## config.mk

```make
export PLATFORM = sky130hd
export DESIGN_NAME = alu_arbiter
export DESIGN_NICKNAME = d
export VERILOG_FILES = /design/src/rtl/alu_arbiter.sv
export SDC_FILE = /design/constraint.sdc
export NUM_CORES = 1
export LEC_CHECK = 0
export CELL_PAD_IN_SITES_DETAIL_PLACEMENT = 0
export CELL_PAD_IN_SITES_GLOBAL_PLACEMENT = 1
export CORE_MARGIN = 5
export CORE_UTILIZATION = 18
export CTS_CLUSTER_SIZE = 14
export DETAILED_ROUTE_END_ITERATION = 6
export GPL_ROUTABILITY_DRIVEN = 0
export PLACE_DENSITY = 0.87
export REMOVE_ABC_BUFFERS = 1
export SLEW_MARGIN = 20
export SYNTH_ARGS = -nofsm -noshare
export SYNTH_HDL_FRONTEND = slang
export SYNTH_SLANG_ARGS = --single-unit
```

## constraint.sdc

```tcl
create_clock -name clk -period 1.75 [get_ports clk]
set_input_delay 0.35 -clock clk [delete_from_list [all_inputs] [get_ports clk]]
set_output_delay 0.35 -clock clk [all_outputs]
set_load 0.01 [all_outputs]
```

## src/rtl/alu_arbiter.sv

```systemverilog
// ============================================================================
// alu_arbiter : two-requester arbiter in front of a shared combinational ALU,
// one-cycle registered response. Define ALU_ARB_RR_EN for round-robin ties,
// otherwise requester 0 has fixed priority.                         Rev 1.0
// ============================================================================
`default_nettype none

module alu_arbiter (
  input  logic        clk,
  input  logic        rst_n,
  input  logic        req0_valid,
  input  logic [31:0] req0_a,
  input  logic [31:0] req0_b,
  input  logic [2:0]  req0_aluc,
  output logic        req0_ready,
  input  logic        req1_valid,
  input  logic [31:0] req1_a,
  input  logic [31:0] req1_b,
  input  logic [2:0]  req1_aluc,
  output logic        req1_ready,
  output logic [31:0] alu_a,
  output logic [31:0] alu_b,
  output logic [2:0]  alu_aluc,
  input  logic [31:0] alu_out,
  input  logic        zero,
  output logic        rsp_valid,
  output logic        rsp_id,
  output logic [31:0] rsp_data,
  output logic        rsp_zero,
  input  logic        rsp_ready
);

  logic last_grant;
  logic slot_free;
  logic tie_to_1;
  logic grant0;
  logic grant1;
  logic transfer;

  assign slot_free = ~rsp_valid | rsp_ready;

`ifdef ALU_ARB_RR_EN
  // Round-robin: on a tie the requester that did not win last time goes.
  assign tie_to_1 = ~last_grant;
`else
  assign tie_to_1 = 1'b0;
`endif

  assign grant1   = slot_free & req1_valid & (~req0_valid | tie_to_1);
  assign grant0   = slot_free & req0_valid & ~grant1;
  assign transfer = grant0 | grant1;

  assign req0_ready = grant0;
  assign req1_ready = grant1;

  // Requester 0 drives the ALU whenever requester 1 is not granted.
  assign alu_a    = grant1 ? req1_a    : req0_a;
  assign alu_b    = grant1 ? req1_b    : req0_b;
  assign alu_aluc = grant1 ? req1_aluc : req0_aluc;

  always_ff @(posedge clk or negedge rst_n) begin
    if (!rst_n) begin
      rsp_valid  <= 1'b0;
      rsp_id     <= 1'b0;
      rsp_data   <= 32'd0;
      rsp_zero   <= 1'b0;
      last_grant <= 1'b1;
    end else if (transfer) begin
      rsp_valid  <= 1'b1;
      rsp_id     <= grant1;
      rsp_data   <= alu_out;
      rsp_zero   <= zero;
      last_grant <= grant1;
    end else if (rsp_ready) begin
      rsp_valid  <= 1'b0;
    end
  end

endmodule

`default_nettype wire

```

=== Yosys cells after proc, flatten, opt, wreduce, memory -nomap -nowiden ===
Index checks and enable logic that the tools add are counted.

* Muxes and demuxes: 5
* Bitwise operators: 9
* Reduce and logical (&&, ||, !) cells: 1

{| class="wikitable"
|+ Operator list
! cell !! number
|-
| 2-to-1 mux 32 bit || 2
|-
| AND 1 bit || 4
|-
| 2-to-1 mux 3 bit || 1
|-
| inverter 1 bit || 3
|-
| 2-to-1 mux 1 bit || 2
|-
| bitwise OR 1 bit || 2
|-
| nonzero test 2 bit || 1
|}

* Flip-flop bits (word level): 35
* Input port bits: 172
* Output and inout port bits: 104
* Word-level logic and storage cells: 19

=== Logic depth before layout (Yosys ltp) ===
* Depth in word-level cells: 8
* Mapped depth: 5
* Gate-level depth less buffers: 3

=== Worst setup path before layout ===
No wires, ideal clock.

* Kind: register to output
* Start: register rsp_valid
* End: output port alu_b[14]
* Data arrival time: 1224 ps
* Required time: 1400 ps
* Setup slack: 176 ps
* Stages on the path, launching flop included: 6
* Buffers on the path: 2
* Cell sequence: dfrtp_1 -> nand2b_4 -> nand3b_4 -> buf_6 -> buf_6 -> mux2_4

* Word-level cells in the longest chain between the ends: 5

{| class="wikitable"
|+ RTL lines
! item !! line !! RTL
|-
| from (decl) || 26 || <nowiki>output logic rsp_valid,</nowiki>
|-
| from (signal assigned) || 63 || <nowiki>rsp_valid <= 1'b0;</nowiki>
|-
| from (signal assigned) || 69 || <nowiki>rsp_valid <= 1'b1;</nowiki>
|-
| from (signal assigned) || 75 || <nowiki>rsp_valid <= 1'b0;</nowiki>
|-
| inverter 1 bit || 40 || <nowiki>assign slot_free = ~rsp_valid | rsp_ready;</nowiki>
|-
| bitwise OR 1 bit || 40 ||
|-
| AND 1 bit (2 in series) || 49 || <nowiki>assign grant1 = slot_free & req1_valid & (~req0_valid | tie_to_1);</nowiki>
|-
| 2-to-1 mux 32 bit || 58 || <nowiki>assign alu_b = grant1 ? req1_b : req0_b;</nowiki>
|-
| to (decl) || 22 || <nowiki>output logic [31:0] alu_b,</nowiki>
|}

No other way between the ends.

=== Final worst setup path ===
* Start: register rsp_valid
* End: output port alu_b[2]

Same word-level chain as after synthesis.

==> impl_metrics.toml <==
[route]
ant_nets = 0
first_pass_iters = 4
drt-total-wl_um = 12070
vias = 2525
drc = 0
drt-initial-drc-count = 50
viasPerCell = 4.046
wire_per_inst_um = 19.34

[sta]
fin_skew_ns = 0.006504
final-setup-viol-count = 68
setup_ws_ns = -0.3242
finalSetupTns_ns = -19.07
slew_headroom = 0.6991
post-route-period-util = 1.185
rsz0062_at_grt = "true"
tightest_slew_ns = 0.4513
drv_slew = 0
fin_crit_ns = 2.074
fmax_mhz = 482.1
hold_viol = 0

[worst_setup_path]
critPathLaunchType = "register"
r2r-start = "rsp_valid"
end_kind = "primary output"
slowest_stage = "dfrtp_1"
r2r-end = "rsp_data[27]"
cp_max_fo = 7
crit_path_frequent_cell = "buf_12"
setup.worst_path.start = "rsp_valid"
crit_type = "register to primary output"
rr_worst_depth = 6
crit_required_ns = 1.40
slowest_delay_ns = 0.41
reg2reg_slack_ns = 0.13
crit_arrival_ns = 1.72
cp_cell_sequence = "nand2b_4 > nand3b_4 > buf_12 > buf_12 > buf_16 > mux2_4 > buf_6"

[yosys]
synth-seq-cells = 35
ys_types = 13
avgSynthCellArea_um2 = 14.55
synth_cells = 155
synth_area_um2 = 2255
synth-seq-area-share = 0.3885
ys_warn_count = 0
netlist.area_leader.share = 0.3885
synth_area_leaders = "dfrtp_1 (39%), mux2_2 (38%), mux2_4 (15%), buf_6 (3.5%), buf_2 (0.89%)"
synth_top_cell_by_area = "dfrtp_1"

[pwr]
p_per_area_nw_per_um2 = 579.6
vdd.ir_drop.worst_mv = 0.4300
power_leakage_nw = 2.497

[global_route]
grt_pass1_vias = 2837
grt-busiest-layer = "met2"
grt_use_met2 = 0.2856
grt_pass1_wl_um = 16880
met1_usage = 0.1409
grt_antenna_before_repair = 4
grt_start_max_net_pins = 36
grt-ovfl-total = 0
grt.total_usage = 0.1488
grt_util_met3 = 0.06221

[final_layout]
nets = 624
finalNonFillerCells = 624
mostFrequentLayoutCells = "clkdlybuf4s50_1 (203), mux2_2 (73), buf_6 (72), dfrtp_1 (35), mux2_4 (27)"
mostFrequentLayoutCell = "clkdlybuf4s50_1"
drive_above_1_share = 0.4535
area_growth_pct = 155.7
fin_area_um2 = 5764
n_fill_cell = 1127

[die]
die_w_um = 121.9
die_h_um = 121.9
start_util = 0.1854
core_area_um2 = 12160
num_rows = 40
ios = 276
die_area_um2 = 14860

[status]
status = "finished with violations"
violations = "setup timing"

[placement]
port_buffers = 275
dpl.hpwl_um = 10010
placed_cells = 598
dpl_cell_area_um2 = 5226

[clock_tree]
cts_tree = "yes"
clock_path_buffers = 2
clk_latency_ns = 0.28
clock-root-buffer = "clkbuf_16"
cts_max_level = 2
cts_sinks = 35
cts.clk_slew.worst_paths_ns = 0.06
numCtsBuffers = 5

[min_path]
min_path_type = "input pin to register"
whs_path_depth = 3
worstHoldStart = "req0_valid"
hold_end = "rsp_valid"

[run]
maxCapViolCount = 0
==> worst max-delay path by stage <==
stage,cells past startpoint,end,slack [ns]
3_3_place_gp,5,alu_a[29],-0.80
3_5_place_dp,5,alu_a[1],-0.83
4_1_cts,7,alu_b[29],-0.35
6_report,7,alu_b[2],-0.32
2_1_floorplan,3,alu_a[0],-0.27
5_1_grt,7,alu_b[29],-0.39
==> critical path, delay by kind of cell, from the launching register on <==
kind          cells  cell delay [ns]
simple gates      2             0.18
buf+inv           4             0.54
flops             1             0.41
mux               1             0.30
==> power breakdown <==
group / switching (mW) / leakage [nW] / total, mW / internal (mW)
Clock: 0.330 / 0.0697 / 0.848 / 0.519
Combinational: 0.470 / 2.02 / 1.51 / 1.04
Sequential: 0.0574 / 0.407 / 0.979 / 0.921
==> state kept, by name (all words and copies together), names as in the netlist <==
| name | flops |
|---|---|
| rsp_data | 32 |
| rsp_valid | 1 |
| rsp_zero | 1 |
| rsp_id | 1 |
==> cells in the mapped netlist <==
master    number
mux2_2        77
dfrtp_1       35
mux2_4        23
buf_6          7
buf_2          4
nor2_1         2
a21oi_1        1
and2_1         1
inv_1          1
nand2_1        1
nand2b_4       1
nand3b_4       1
o21a_1         1
==> what timing repair did <==
item                                    in CTS  in global routing
pin swaps                                    1                  0
setup buffers                                9                  2
gates resized for setup                    382                  1
gates cloned                                 5                  0
endpoints found under the setup margin      69                 68
hold buffers                                 0                  0
==> cell type report <==
type,count,area [um^2],area share
repair buffers,301,3232,0.5607
well taps,168,210.2,0.03647
flip-flops and latches,35,875.8,0.1519
diodes,4,10.01,0.001736
clock inverters,2,13.76,0.002388
inverters,1,6.256,0.001085
multi-input cells,108,1291,0.2240
clock buffers,5,125.1,0.02171
==> per-stage QoR <==
stage | worst slack, ns | total power [mW] | util | hold slack [ns]
final | -0.3242 | 3.341 | 0.4740 | 0.4788
after floorplan | -0.2732 | 1.439 | - | 0.05441
after global routing | -0.3855 | 3.513 | 0.4740 | 0.5148
after CTS | -0.3473 | 3.393 | 0.4725 | 0.4783
after global placement | -0.8001 | 2.373 | 0.4297 | 0.4894
after detailed placement | -0.8300 | 2.398 | 0.4297 | 0.4924
==> metal layers <==
layer | routed length, um | vias up
met2 | 6765 | 139
met1 | 3718 | 1198
met4 | 283 | 0
met3 | 1298 | 18
li1 | - | 1170
met5 | 0 | -
==> logic make-up after synthesis <==
kind of cell	Yosys count	synth area share
AO/OA/AOI/OAI	2	0.005549
flip-flops	35	0.3885
AND/OR/NAND/NOR	6	0.02275
multiplexers	100	0.5377
buffers and inverters	12	0.04551
Note: power is estimated with default switching activity, not from simulation.
